File: config.mk
export PLATFORM = sky130hd
export DESIGN_NAME = uart_rx_fifo
export DESIGN_NICKNAME = d
export VERILOG_FILES = /design/src/rtl/uart_pkg.sv /design/src/rtl/sync_fifo.sv /design/src/rtl/uart_rx_fifo.sv
export SDC_FILE = /design/constraint.sdc
export NUM_CORES = 1
export LEC_CHECK = 0
export CORE_UTILIZATION = 40
export DETAILED_ROUTE_END_ITERATION = 16
export MAX_ROUTING_LAYER = met4
export PLACE_DENSITY = 0.6
export SYNTH_ARGS = -nofsm -noshare
export SYNTH_HDL_FRONTEND = slang
export SYNTH_SLANG_ARGS = --single-unit
File: constraint.sdc
create_clock -name i_clk -period 8.5 [get_ports i_clk]
set_input_delay 0.85 -clock i_clk [delete_from_list [all_inputs] [get_ports i_clk]]
set_output_delay 0.85 -clock i_clk [all_outputs]
set_load 0.005 [all_outputs]
File: src/rtl/uart_pkg.sv
// ---------------------------------------------------------------------------
// uart_pkg
// Shared definitions for the UART receive path:
//   - rx_state_t      : receiver FSM states (PARITY only reachable when the
//                       UART_RX_PARITY_EN build option is defined)
//   - DEF_*           : default frame / oversampling constants
//   - even_parity()   : parity bit that makes the popcount of (data, bit) even
// ---------------------------------------------------------------------------
package uart_pkg;

    typedef enum logic [2:0] {
        IDLE,
        START,
        DATA,
        PARITY,
        STOP
    } rx_state_t;

    localparam int DEF_DBIT       = 8;
    localparam int DEF_SB_TICK    = 16;
    localparam int DEF_OVERSAMPLE = 16;

    // Zero-extension does not change parity, so one 32-bit helper serves any
    // data width up to 32.
    function automatic logic even_parity(input logic [31:0] data);
        return ^data;
    endfunction

endpackage

File: src/rtl/sync_fifo.sv
// ---------------------------------------------------------------------------
// sync_fifo
// Single-clock first-word-fall-through FIFO, depth 2**AW.
// Ports:
//   clk, rst        : clock, asynchronous active-high reset
//   push, wdata     : write request and data; dropped when full unless a pop
//                     happens in the same cycle
//   pop             : remove head entry; ignored when empty
//   rdata           : head entry, forced to 0 while empty
//   empty, full     : occupancy flags decoded from the registered pointers
// ---------------------------------------------------------------------------
module sync_fifo #(
    parameter int DW = 8,
    parameter int AW = 4
) (
    input  logic          clk,
    input  logic          rst,
    input  logic          push,
    input  logic          pop,
    input  logic [DW-1:0] wdata,
    output logic [DW-1:0] rdata,
    output logic          empty,
    output logic          full
);

    logic [DW-1:0] mem [2**AW];
    // Extra MSB on each pointer separates the full case from the empty case.
    logic [AW:0]   wptr;
    logic [AW:0]   rptr;
    logic          wr_en;
    logic          rd_en;

    assign empty = (wptr == rptr);
    assign full  = (wptr[AW] != rptr[AW]) && (wptr[AW-1:0] == rptr[AW-1:0]);

    assign rd_en = pop && !empty;
    // A full FIFO can still accept a write when the head leaves in the same cycle.
    assign wr_en = push && (!full || rd_en);

    assign rdata = empty ? '0 : mem[rptr[AW-1:0]];

    always_ff @(posedge clk or posedge rst) begin
        if (rst) begin
            wptr <= '0;
            rptr <= '0;
        end else begin
            if (wr_en) wptr <= wptr + (AW+1)'(1);
            if (rd_en) rptr <= rptr + (AW+1)'(1);
        end
    end

    // NOTE: storage is deliberately left out of reset; validity is tracked by
    // the pointers alone, and a reset-free array maps onto plain RAM.
    always_ff @(posedge clk) begin
        if (wr_en) mem[wptr[AW-1:0]] <= wdata;
    end

endmodule

File: src/rtl/uart_rx_fifo.sv
// ---------------------------------------------------------------------------
// uart_rx_fifo
// Oversampling 8N1 UART receiver feeding a FWFT byte FIFO for the debug unit.
// Build option: define UART_RX_PARITY_EN to receive 8E1 frames (even parity)
// and expose o_parity_err.
// Ports:
//   i_clk, i_rst    : clock, asynchronous active-high reset
//   i_baud_tick     : one-cycle strobe at OVERSAMPLE x baud
//   i_uart_rx       : asynchronous serial line, idles high
//   i_rd            : pop FIFO head (ignored when empty)
//   o_rx_data       : FIFO head byte, valid while o_rx_empty = 0
//   o_rx_empty/full : FIFO flags
//   o_rx_done_tick  : pulse, good frame stored
//   o_frame_err     : pulse, stop bit sampled low (byte discarded)
//   o_overrun       : pulse, good frame dropped because the FIFO was full
//   o_parity_err    : pulse, parity mismatch (only with UART_RX_PARITY_EN)
// ---------------------------------------------------------------------------
module uart_rx_fifo
    import uart_pkg::*;
#(
    parameter int DBIT       = DEF_DBIT,
    parameter int SB_TICK    = DEF_SB_TICK,
    parameter int OVERSAMPLE = DEF_OVERSAMPLE,
    parameter int FIFO_AW    = 4
) (
    input  logic            i_clk,
    input  logic            i_rst,
    input  logic            i_baud_tick,
    input  logic            i_uart_rx,
    input  logic            i_rd,
    output logic [DBIT-1:0] o_rx_data,
    output logic            o_rx_empty,
    output logic            o_rx_full,
    output logic            o_rx_done_tick,
    output logic            o_frame_err,
    output logic            o_overrun
`ifdef UART_RX_PARITY_EN
    ,
    output logic            o_parity_err
`endif
);

    localparam int CNT_MAX = (OVERSAMPLE > SB_TICK) ? OVERSAMPLE : SB_TICK;
    localparam int CW      = $clog2(CNT_MAX);
    localparam int NW      = (DBIT > 1) ? $clog2(DBIT) : 1;

    localparam logic [CW-1:0] MID_TICK  = CW'(OVERSAMPLE / 2 - 1);
    localparam logic [CW-1:0] BIT_TICK  = CW'(OVERSAMPLE - 1);
    localparam logic [CW-1:0] STOP_TICK = CW'(SB_TICK - 1);
    localparam logic [NW-1:0] LAST_BIT  = NW'(DBIT - 1);

    logic [1:0]      sync;
    logic            rx;
    rx_state_t       state;
    logic [CW-1:0]   s_cnt;
    logic [NW-1:0]   n_cnt;
    logic [DBIT-1:0] shreg;
    logic            stop_sample;
    logic            push;
    logic            fifo_full;
`ifdef UART_RX_PARITY_EN
    logic            par_bad;
`endif

    // NOTE: two flops before any decision; the line is asynchronous to i_clk.
    // Reset to 1 so a reset release never looks like a start bit.
    always_ff @(posedge i_clk or posedge i_rst) begin
        if (i_rst) sync <= 2'b11;
        else       sync <= {sync[0], i_uart_rx};
    end

    assign rx = sync[1];

    assign stop_sample = (state == STOP) && i_baud_tick && (s_cnt == STOP_TICK);
`ifdef UART_RX_PARITY_EN
    assign push = stop_sample && rx && !par_bad;
`else
    assign push = stop_sample && rx;
`endif

    always_ff @(posedge i_clk or posedge i_rst) begin
        if (i_rst) begin
            state          <= IDLE;
            s_cnt          <= '0;
            n_cnt          <= '0;
            shreg          <= '0;
            o_rx_done_tick <= 1'b0;
            o_frame_err    <= 1'b0;
            o_overrun      <= 1'b0;
`ifdef UART_RX_PARITY_EN
            par_bad        <= 1'b0;
            o_parity_err   <= 1'b0;
`endif
        end else begin
            // NOTE: pulses are registered from the same pre-edge values that
            // drive the FIFO write, so they line up with the new FIFO state.
            o_rx_done_tick <= push && (!fifo_full || i_rd);
            o_overrun      <= push && fifo_full && !i_rd;
            o_frame_err    <= stop_sample && !rx;
`ifdef UART_RX_PARITY_EN
            o_parity_err   <= stop_sample && rx && par_bad;
`endif
            unique case (state)
                IDLE: begin
                    if (!rx) begin
                        state <= START;
                        s_cnt <= '0;
                    end
                end
                START: begin
                    if (i_baud_tick) begin
                        if (s_cnt == MID_TICK) begin
                            if (!rx) begin
                                state <= DATA;
                                s_cnt <= '0;
                                n_cnt <= '0;
                            end else begin
                                state <= IDLE;  // short low pulse: not a start bit
                            end
                        end else begin
                            s_cnt <= s_cnt + CW'(1);
                        end
                    end
                end
                DATA: begin
                    if (i_baud_tick) begin
                        if (s_cnt == BIT_TICK) begin
                            s_cnt <= '0;
                            // LSB arrives first, so shifting right leaves it at bit 0.
                            shreg <= {rx, shreg[DBIT-1:1]};
                            if (n_cnt == LAST_BIT) begin
`ifdef UART_RX_PARITY_EN
                                state <= PARITY;
`else
                                state <= STOP;
`endif
                            end else begin
                                n_cnt <= n_cnt + NW'(1);
                            end
                        end else begin
                            s_cnt <= s_cnt + CW'(1);
                        end
                    end
                end
`ifdef UART_RX_PARITY_EN
                PARITY: begin
                    if (i_baud_tick) begin
                        if (s_cnt == BIT_TICK) begin
                            s_cnt   <= '0;
                            par_bad <= (even_parity(32'(shreg)) != rx);
                            state   <= STOP;
                        end else begin
                            s_cnt <= s_cnt + CW'(1);
                        end
                    end
                end
`endif
                STOP: begin
                    if (i_baud_tick) begin
                        if (s_cnt == STOP_TICK) state <= IDLE;
                        else                    s_cnt <= s_cnt + CW'(1);
                    end
                end
                default: state <= IDLE;
            endcase
        end
    end

    sync_fifo #(
        .DW (DBIT),
        .AW (FIFO_AW)
    ) u_fifo (
        .clk   (i_clk),
        .rst   (i_rst),
        .push  (push),
        .pop   (i_rd),
        .wdata (shreg),
        .rdata (o_rx_data),
        .empty (o_rx_empty),
        .full  (fifo_full)
    );

    assign o_rx_full = fifo_full;

endmodule

==> results of run 1 <==
## state kept, by name, summed over array words and instances, names as in the netlist
register	flops
u_fifo.wptr	5
o_rx_done_tick	1
o_frame_err	1
u_fifo.rptr	5
shreg	8
n_cnt	3
o_overrun	1
state	3
s_cnt	4
sync	2
u_fifo.mem	128
## cell usage in the layout, fill, tap and decap left out, types with 2 or more instances in the layout
master                            count
sky130_fd_sc_hd__nand2b_1             4
sky130_fd_sc_hd__and4b_1              2
sky130_fd_sc_hd__edfxtp_1           128
sky130_fd_sc_hd__a21o_1               2
sky130_fd_sc_hd__and3_1               8
sky130_fd_sc_hd__and2_1               4
sky130_fd_sc_hd__nand2_1              8
sky130_fd_sc_hd__o2111ai_1            2
sky130_fd_sc_hd__buf_4                4
sky130_fd_sc_hd__inv_6                4
sky130_fd_sc_hd__mux4_2              32
sky130_fd_sc_hd__o21ai_0              5
sky130_fd_sc_hd__a211oi_2             2
sky130_fd_sc_hd__or3b_1               2
sky130_fd_sc_hd__nor2b_1              3
sky130_fd_sc_hd__xor2_1               6
sky130_fd_sc_hd__dfrtp_1             30
sky130_fd_sc_hd__nor3b_1              4
sky130_fd_sc_hd__nand3_1              9
sky130_fd_sc_hd__o211ai_1             5
sky130_fd_sc_hd__mux2_2              13
sky130_fd_sc_hd__nand4_1              4
sky130_fd_sc_hd__dfstp_2              2
sky130_fd_sc_hd__bufinv_16            4
sky130_fd_sc_hd__ha_1                 8
sky130_fd_sc_hd__clkbuf_1             2
sky130_fd_sc_hd__nor2_1              18
sky130_fd_sc_hd__clkbuf_16           17
sky130_fd_sc_hd__nor3_1               2
sky130_fd_sc_hd__a211oi_1             2
sky130_fd_sc_hd__inv_1                5
sky130_fd_sc_hd__a22oi_1             16
sky130_fd_sc_hd__a21oi_1             16
sky130_fd_sc_hd__xnor2_1              9
sky130_fd_sc_hd__clkdlybuf4s50_1     17
## power breakdown
group	leakage, uW	internal (uW)	switching, uW
Combinational	0.000748	237	236
Clock	0.000296	493	307
Sequential	0.00162	908	87.6
Total	0.00266	1640	631
## final timing paths
check	startpoint	to	slack, ns	depth (start not counted)
worst max-delay path	u_fifo.rptr[0]	o_rx_data[0]	4.65	5
worst min-delay path	sync[0]	sync[1]	0.36	0
worst max register to register	state[1]	u_fifo.mem[8][4]	5.63	4
worst min register to register	sync[0]	sync[1]	0.36	0
max in group asynchronous	i_rst	u_fifo.rptr[0]	7.33	3
min in group asynchronous	i_rst	n_cnt[2]	0.83	3
## logic make-up after synthesis
family                   share of synthesized area, %
flip-flops                                      69.38
AND/OR/NAND/NOR                                 6.447
AO/OA/AOI/OAI                                   5.834
multiplexers                                    13.04
buffers and inverters                           1.858
XOR/XNOR                                        1.951
adder cells (fa/ha/maj)                         1.486
## metrics by stage
| step | cells | setup WS, ns |
|---|---|---|
| after floorplan | 389 | 5.310 |
| after global placement | 608 | 4.911 |
| after detailed placement | 608 | 4.819 |
| after CTS | 639 | 4.546 |
| after global routing | 639 | 4.390 |
| final | 639 | 4.651 |
## layout make-up
type,instances,share of cell area [%]
inverters,5,0.2430
multi-input cells,201,25.16
repair buffers,21,2.592
clock buffers,19,5.605
well taps,220,3.564
clock inverters,12,2.333
flip-flops and latches,161,60.51
## layer usage
metal	global-route usage, %	part of all wire, %	vias up
li1	-	-	1583
met1	23.06	45	1783
met2	25.57	47	111
met3	5.344	6.9	16
met4	6.202	1.6	0
met5	-	0	-
==> impl_summary.md, run 1 <==
Final layout
The final core utilization is between 40% and 50%. The number of fillers in the final layout is 1406. Cells with a size suffix above 1 make up about a fifth of the layout. Once layout is done, the placed cells without fillers occupy about 7700 sq um. The number of inserted diodes is 0. In the final layout, the multi-input gates occupy roughly 1900 sq um. Registers take approximately 4700 sq um. The count of nets after finishing is 420.

The synthesis-to-finish area growth is 14.70%.

Clocking
The clock transition at the registers of the reported paths is ~0.06 ns. The tree is rooted in a sky130_fd_sc_hd__clkbuf_16. The number of clock sinks seen by CTS is about 160. For this design, the CTS-stage hold fixing added 0 buffers. TritonCTS built the clock tree. Clock latency on the worst-skew pair, taken at its later pin, is 0.43 ns. The CTS buffer count is 17.

The buffers inserted during post-CTS setup optimization is 0. The clock passes through at most 2 buffers. The H-tree was split into 4 levels. The total of cells resized after clock tree synthesis is 0.

Floorplan
The count of pins on the block boundary is 18. The y dimension of the die is roughly 130 microns. The total number of placement rows is 47. The floorplan step set the die width to 131.8 microns. The floorplan step defined a die boundary enclosing roughly 17000 sq um. Once the floorplan was initialized, standard cells occupied between 40 and 50% of the core. The core outline area is between 15000 and 20000 sq um.

STA
Derived from the worst setup path, the maximum achievable clock frequency is approximately 260 MHz. The clock arrives with 0.01235 ns of skew. The number of endpoints with negative hold slack in the final report is 0. Setup total negative slack on the finished layout was measured at 0 ns. For the pin with the worst max-slew slack, the measured transition is around 1.1 ns. In this run the tightest slew margin relative to its limit is a little under a quarter. The max-slew violation count is 0.

The setup violation total in the final timing report is 0. The worst hold slack is around 0.36 ns. Setup repair after global routing left no endpoint under its margin. After layout, the worst path uses ~45% of the clock period.

The shortest clock period the worst path allows after layout is between 3 and 4 ns.

Setup path
The classification of the worst setup path is register to primary output. The required time reported for the critical path endpoint is between 7 and 8 ns. STA classifies the critical path endpoint as a primary output. The library cell contributing the largest single delay on the critical path is sky130_fd_sc_hd__dfrtp_2. In this design, the stage delay of the slowest critical-path cell is 0.67 ns. At the worst endpoint, the arrival time is 3.00 ns. Of all nets on the critical path, the largest fanout is 22. The critical path goes through buf_4, mux4_2, a22oi_1, a21oi_1, clkdlybuf4s50_1.

The number of buffers and inverters on the critical path is 2. In this design, the largest share of critical-path delay is due to buffers and inverters. The worst setup path is launched from a register.

Route
The detail route stage leaves a number of antenna-violating nets equal to 0. The overall via count from detail_route is 3493. The post-detailed-route DRC marker count is 0. The final layout contains routed wiring with a total length of roughly 13 mm.

The number of optimization iterations in the first detailed-route pass is 5. The detailed-route vias per instance is roughly 5.5. The first routing iteration left roughly 310 violations. Dividing the detail-routed wire length by the instance count gives roughly 21 microns.

Placement
At the end of routability-driven placement, the weighted congestion stood at 0.8438. The placed cell area is around 7100 sq um. The detailed placer's ending HPWL is roughly 8.5 mm. The number of port buffers is 17.

Synthesis
The commonest cells after synthesis are sky130_fd_sc_hd__edfxtp_1, sky130_fd_sc_hd__mux4_2, sky130_fd_sc_hd__dfrtp_1. The most common cell in the synthesized netlist is sky130_fd_sc_hd__edfxtp_1. The cell type with the largest total area after synthesis is sky130_fd_sc_hd__edfxtp_1. The portion of the post-synthesis area used by sequential elements is between 60% and 70%. For this run, the number of Yosys warnings is 0. The cell area after synthesis is ~6700 sq um. Synthesis instantiated 50 different standard cells from the library.

The share of synthesized area in the top cell type comes to between 50% and 60%. The number of flops mapped to enable cells by yosys is approximately 130. After synthesis, the cell types taking the most area are sky130_fd_sc_hd__edfxtp_1, sky130_fd_sc_hd__dfrtp_1, sky130_fd_sc_hd__mux4_2. Averaged over all synthesized cells, the footprint is roughly 17 sq um.

Synthesis inferred 161 register bits. The cell count after synthesis is between 300 and 400. The number of nets handed over by synthesis was 402. For this run, the leading register cell type out of synthesis is sky130_fd_sc_hd__edfxtp_1. The proportion of synthesized flip-flops having asynchronous set or reset is between 20 and 25%.

Power and ir drop
The static leakage power is 0.002662 uW. VDD sags by at most 0.1428 mV. The total power divided by cell area is between 200 and 300 nW/um^2. The design draws between 2000 and 2500 uW.

Global routing
For this run, the total global-route usage over all layers was measured as 17.47%. The via count of the first global-routing pass is between 3000 and 4000. The first global-routing pass estimated approximately 22 mm of wire. Entering global routing, the biggest net connects 37 pins. The number of antenna violations at the first check in global routing was 0. After global routing the overflow that remains totals 0.

Status
The flow ran to the end, and the final reports show no timing, DRC or antenna violations.

Hold path
The min-delay analysis places its worst path in the category register to register.

Run
Max-cap violations in this run came to 0.
(Power assumes the default switching activity.)
==> run 2, diff against run 1 <==
--- a/config.mk
+++ b/config.mk
@@ -8,7 +8,7 @@
 export CORE_UTILIZATION = 40
 export DETAILED_ROUTE_END_ITERATION = 16
 export MAX_ROUTING_LAYER = met4
-export PLACE_DENSITY = 0.6
+export PLACE_DENSITY = 0.62
 export SYNTH_ARGS = -nofsm -noshare
 export SYNTH_HDL_FRONTEND = slang
 export SYNTH_SLANG_ARGS = --single-unit
==> constraint.sdc (replaced) <==
create_clock -name i_clk -period 3.4 [get_ports i_clk]
set_input_delay 0.34 -clock i_clk [delete_from_list [all_inputs] [get_ports i_clk]]
set_output_delay 0.34 -clock i_clk [all_outputs]
set_load 0.005 [all_outputs]
==> run 2 against run 1 <==
  * Clock power is 130% higher
  * Non-clock buffer count up 7
  * Flip-flop and latch count did not move
  * Global-route usage is essentially flat
  * Design area increased by 0.32%
  * Utilization grew 0.15 points
  * Clock-buffer cell count decreased by 2
  * Via count is 0.89% higher
  * Sequential share of layout area is 0.20 points lower
  * Die area unchanged
  * Largest power group unchanged
  * Highest routed layer unchanged
==> impl_summary.md, run 2 (synthesized netlist as in run 1, its figures left out) <==
STA
The transition time at the pin with the least slew margin is 1.086 ns. The worst pin sits at a relative slew slack of between 20 and 30%. Setup total negative slack on the finished layout was measured at 0 ns. Final hold analysis gives a worst-case slack of roughly 0.33 ns.

Setup violations remaining at the end of the flow were counted as 0. In the finished design, the share of the clock period the worst path needs comes to between 80% and 90%. On the final layout, the worst clock skew is 0.009686 ns. Setup repair after global routing left no endpoint under its margin. The number of endpoints with negative hold slack in the final report was 0.

The top achievable clock speed is between 300 and 400 MHz. The shortest clock period the worst path allows after layout is roughly 3.0 ns. The max-slew violation count is 0.

Global routing
The combined global-route utilization of all metal layers is between 10% and 20%. Summed over all layers, the global routing overflow is 0. The number of antenna violations at the first check in global routing is 0.

Entering global routing, the biggest net connects 36 pins. The via count of the first global-routing pass is 3674. The first global-routing pass estimated about 21 mm of wire.

Final layout
The synthesis-to-finish area growth is 15.07%. The share of layout cells above drive strength 1 is roughly 23%. The library cell used most frequently in the layout, excluding fill and tap cells, is sky130_fd_sc_hd__edfxtp_1. The number of flip-flops under the largest register name is between 100 and 150. The repair_antennas step left the layout with diodes totalling 0. The count of nets after finishing is between 400 and 500.

The top cell types in the final layout, fill and taps aside, are sky130_fd_sc_hd__edfxtp_1, sky130_fd_sc_hd__mux4_2, sky130_fd_sc_hd__dfrtp_1.

Power and ir drop
Sequential cells burn approximately 45% of the power. The static leakage power is 0.002679 uW. The share of total power dissipated in combinational logic is 22.3%.

VDD sags by at most about 0.36 mV. The total power divided by cell area is roughly 720 nW/um^2. The switching power of the nets is 1631 uW.

The clock network power share is about a third. Of the total power, the share spent switching nets is 29.41%. The cell internal power dissipation is around 3900 uW.

Setup path
The required time reported for the critical path endpoint is ~3.1 ns. In this run the worst path has a maximum fanout of 9. The classification of the worst setup path is register to primary output. For the worst setup path, the data arrival time is around 2.7 ns. The type of destination of the critical path is a primary output. The worst setup path is launched from a register.

Clocking
The clock reaches the later pin of the worst-skew pair after ~0.42 ns. The CTS buffer count is 17. The clock tree from TritonCTS is yes. The number of buffers inserted for hold repair after clock tree synthesis is 0. The H-tree was split into 4 levels.

The number of clock sinks seen by CTS is 161. The cell at the root of the clock tree is sky130_fd_sc_hd__clkbuf_16. The total of cells resized after clock tree synthesis is 0. The clock transition at the registers of the reported paths is approximately 0.060 ns. The maximum root-to-sink buffer count is 2.

The buffers inserted during post-CTS setup optimization is 0.

Floorplan
The die area is 17360 sq um. The die is between 100 and 150 microns wide. For this design the top-level I/O count stands at 18. In this run the core area contains 47 standard-cell rows. The y dimension of the die is about 130 microns. Once the floorplan was initialized, standard cells occupied about two fifths of the core. The total area inside the core boundary comes to around 17000 sq um.

Status
The flow ran to the end, and the final reports show no timing, DRC or antenna violations.

Route
The initial DRC count is ~250. After detailed routing, the total wire length is between 10 and 15 mm. The overall via count from detail_route is between 3000 and 4000. The detailed-route vias per instance is between 5 and 6. In the routed design, unresolved DRC markers number 0.

Before antenna repair, the detailed router went through 4 iterations. The average detailed-routed wire length per instance is ~21 microns. The count of nets left with antenna violations once routing finished came out at 0.

Hold path
The min-delay analysis places its worst path in the category primary input to register.

Run
The max-cap violation count is 0.

Placement
The congestion estimate from routability-driven global placement came to between 0.8 and 0.9. Detailed placement ended at an HPWL of between 8 and 9 mm. During placement, the flow inserted port buffers numbering 17.
run 2: per-layer routing:
| metal | vias up | track usage (%) | wire length, microns |
|---|---|---|---|
| met5 | - | - | 0 |
| met4 | 0 | 5.362 | 146 |
| met3 | 12 | 4.229 | 698 |
| met2 | 85 | 26.25 | 6588 |
| met1 | 1833 | 23.58 | 6232 |
| li1 | 1594 | - | - |
run 2: area by class of cell:
cell class | count | area, sq um
inverters | 5 | 18.77
clock inverters | 15 | 147.6
multi-input cells | 201 | 1943
fillers | 1408 | 8776
repair buffers | 28 | 265.3
clock buffers | 17 | 425.4
well taps | 220 | 275.3
flip-flops and latches | 161 | 4673
run 2: worst max-delay path: stages (launching register included):
cell	delay (ns)
sky130_fd_sc_hd__dfrtp_1	0.49
sky130_fd_sc_hd__xnor2_1	0.24
sky130_fd_sc_hd__and4_1	0.47
sky130_fd_sc_hd__and2_1	0.45
sky130_fd_sc_hd__a21oi_1	0.13
sky130_fd_sc_hd__clkdlybuf4s50_1	0.47
run 2: final timing paths:
check	startpoint	to	slack, ns	cells after the start
max in group asynchronous	i_rst	u_fifo.rptr[0]	2.17	2
min in group asynchronous	i_rst	state[1]	0.49	2
worst max register to register	state[1]	u_fifo.mem[11][7]	0.87	4
worst min register to register	sync[0]	sync[1]	0.36	0
worst max-delay path	u_fifo.rptr[2]	o_rx_data[1]	0.39	5
worst min-delay path	i_uart_rx	sync[0]	0.33	1
run 2: power by group through the flow:
| stage | registers, uW | logic (uW) | clock network (uW) |
|---|---|---|---|
| 6_report | 2470 | 1240 | 1840 |
| 2_1_floorplan | 2390 | 924 | 0 |
| 3_5_place_dp | 2510 | 1250 | 0 |
| 3_3_place_gp | 2500 | 1230 | 0 |
| 4_1_cts | 2470 | 1250 | 1880 |
| 5_1_grt | 2490 | 1340 | 1960 |
run 2: stage by stage:
step           setup slack (ns)  std cells  util, %  instance area, sq um  power, uW
2_1_floorplan            0.5245        389        -                  6734       3316
3_3_place_gp             0.6869        615    43.42                  7176       3724
3_5_place_dp             0.5744        615    43.42                  7176       3758
4_1_cts                  0.3921        647    46.89                  7749       5602
5_1_grt                  0.2453        647    46.89                  7749       5789
6_report                 0.3878        647    46.89                  7749       5545
==> run 3, diff against run 2 <==
--- a/config.mk
+++ b/config.mk
@@ -9,6 +9,7 @@
 export DETAILED_ROUTE_END_ITERATION = 16
 export MAX_ROUTING_LAYER = met4
 export PLACE_DENSITY = 0.62
+export SLEW_MARGIN = 20
 export SYNTH_ARGS = -nofsm -noshare
 export SYNTH_HDL_FRONTEND = slang
 export SYNTH_SLANG_ARGS = --single-unit
==> run 3 against run 2 <==
  * Clock power barely moved
  * Routed wire length fell by 0.12%
  * Final cell count did not move
  * Maximum frequency barely moved
  * Largest cell class unchanged
  * Largest power group unchanged
==> impl_summary.md, run 3 (synthesized netlist as in run 1, its figures left out) <==
Clocking
Post-CTS repair changed the size of 0 cells. The insertion delay of the later-clocked pin in the worst-skew pair is about 0.42 ns. CTS built an H-tree with a depth of 4. Counting along the longest clock path gives a buffer depth of 2. Counting every sink on the clock net gives roughly 160.

The buffers inserted during post-CTS setup optimization is 0. Counting the buffers created by CTS gives 17. The clock transition at the registers of the reported paths is about 0.06 ns. TritonCTS built the clock tree.

The number of buffers inserted for hold repair after clock tree synthesis is 0. The cell sitting at the root of the clock tree is a sky130_fd_sc_hd__clkbuf_16.

Route
The antenna violation net count after detailed routing is 0. The final layout contains routed wiring with a total length of 13.65 mm. The initial DRC count is 251.

Summing over every cut layer, the via total after detailed routing is 3520. The number of optimization iterations in the first detailed-route pass is 4. The average detailed-routed wire length per instance is roughly 21 microns. After detailed routing, the number of vias per cell comes to 5.440. The post-detailed-route DRC marker count is 0.

Placement
The detailed placer's ending HPWL is just under 9 mm. The final estimated routing congestion in global placement is 0.8076. During placement, the flow inserted port buffers numbering 17. The placed cell area is approximately 7200 sq um.

STA
The shortest clock period the worst path allows after layout is ~3.0 ns. Setup repair after global routing left no endpoint under its margin. The max-slew violation count is 0. The setup violation total in the final timing report is 0. The number of endpoints with negative hold slack in the final report came to 0. For the final routed database, the setup TNS stands at 0 ns. Measured against its own limit, the worst slew margin works out to between 50 and 60%. Based on the critical path, the design can be clocked at up to 332.0 MHz. The fraction of the cycle the final worst path needs is just under 90%. The setup skew after layout is between 0.008 and 0.009 ns.

At the pin with the least slew margin, the transition time is a little over 0.7 ns.

Power and ir drop
In this run the static leakage power is between 0.002 and 0.003 uW. The total power divided by cell area is around 720 nW/um^2. Across the VDD grid, the largest voltage drop is 0.3538 mV.

The overall power after layout is roughly 5500 uW.

Final layout
In the layout the commonest cells are sky130_fd_sc_hd__edfxtp_1, sky130_fd_sc_hd__mux4_2, sky130_fd_sc_hd__dfrtp_1. The synthesis-to-finish area growth is 15.07%. The number of flip-flops under the largest register name is 128.

The number of inserted diodes is 0. In the final design database the tool counted about 430 nets. The most common cell after layout, fill and taps aside is sky130_fd_sc_hd__edfxtp_1. The share of layout cells above drive strength 1 is a little under a quarter. With fillers left out, the area of the finished cells amounts to just under 8000 sq um.

Setup path
In this run the register-to-register setup slack is just under 0.9 ns. Of all nets on the critical path, the largest fanout is 9. The worst register-to-register path ends at u_fifo.mem[11][7].

The required time reported for the critical path endpoint is 3.06 ns. The critical path is of the register to primary output type. STA classifies the critical path startpoint as a register. The type of destination of the critical path is a primary output. The worst flop-to-flop path startpoint is state[1]. Counting cells, the worst reg-to-reg path comes to 4. STA puts the critical path data arrival time at around 2.7 ns.

Global routing
The combined global-route utilization of all metal layers is roughly 17%. The global-route wire length before repair is around 21 mm. The number of antenna violations at the first check in global routing is 0. The maximum number of pins on one net before global-route repair is 36.

The via count of the first global-routing pass is between 3000 and 4000. The final global-route overflow total is 0.

Floorplan
The die covers 17360 sq um. From left edge to right edge, the die measures between 100 and 150 microns. The initial utilization of the core area, before any placement, comes to between 40% and 50%. After floorplanning, the core was sized to cover 16520 sq um. The count of pins on the block boundary is 18.

The floorplan has 47 rows. From bottom edge to top edge, the die measures about 130 microns.

Run
The max-cap violation count is 0.

Hold path
The class of the worst hold path is primary input to async pin.

Status
The flow ran to the end, and the final reports show no timing, DRC or antenna violations.
run 3: per-layer routing:
layer,part of all wire [%],up-vias,wire length (microns),track usage [%]
met5,0,-,0,-
met4,0.95,0,130,5.362
met3,4.9,11,669,4.229
met2,48,79,6605,26.25
met1,46,1836,6243,23.58
li1,-,1594,-,-
run 3: cell type report:
class,count,area [sq um]
clock buffers,17,425.4
clock inverters,15,147.6
fillers,1408,8776
inverters,5,18.77
multi-input cells,201,1943
flip-flops and latches,161,4673
well taps,220,275.3
repair buffers,28,265.3
run 3: worst max path at each step:
stage,from,to,slack (ns)
2_1_floorplan,u_fifo.wptr[4],u_fifo.mem[4][0],0.52
3_3_place_gp,i_baud_tick,u_fifo.mem[9][7],0.69
3_5_place_dp,i_baud_tick,u_fifo.mem[11][3],0.57
4_1_cts,u_fifo.rptr[2],o_rx_data[1],0.39
5_1_grt,u_fifo.rptr[2],o_rx_data[1],0.25
6_report,u_fifo.rptr[2],o_rx_data[1],0.39
run 3: report_power, final:
group / internal, uW / total, uW / switching (uW)
combinational: 616 / 1230 / 619
clock: 1030 / 1840 / 816
sequential: 2270 / 2470 / 195
run 3: critical path, cell delays in order, from the launching register on:
cell                              delay [ns]
sky130_fd_sc_hd__dfrtp_1                0.49
sky130_fd_sc_hd__xnor2_1                0.24
sky130_fd_sc_hd__and4_1                 0.47
sky130_fd_sc_hd__and2_1                 0.45
sky130_fd_sc_hd__a21oi_1                0.13
sky130_fd_sc_hd__clkdlybuf4s50_1        0.47
run 3: metrics by stage:
stage / utilization [%] / cells / setup slack, ns / hold WS, ns
3_5_place_dp: 43.42 / 615 / 0.5744 / 0.3478
4_1_cts: 46.89 / 647 / 0.3921 / 0.3137
2_1_floorplan: - / 389 / 0.5245 / 0.3445
6_report: 46.89 / 647 / 0.3880 / 0.3121
3_3_place_gp: 43.42 / 615 / 0.6869 / 0.3458
5_1_grt: 46.89 / 647 / 0.2453 / 0.3143
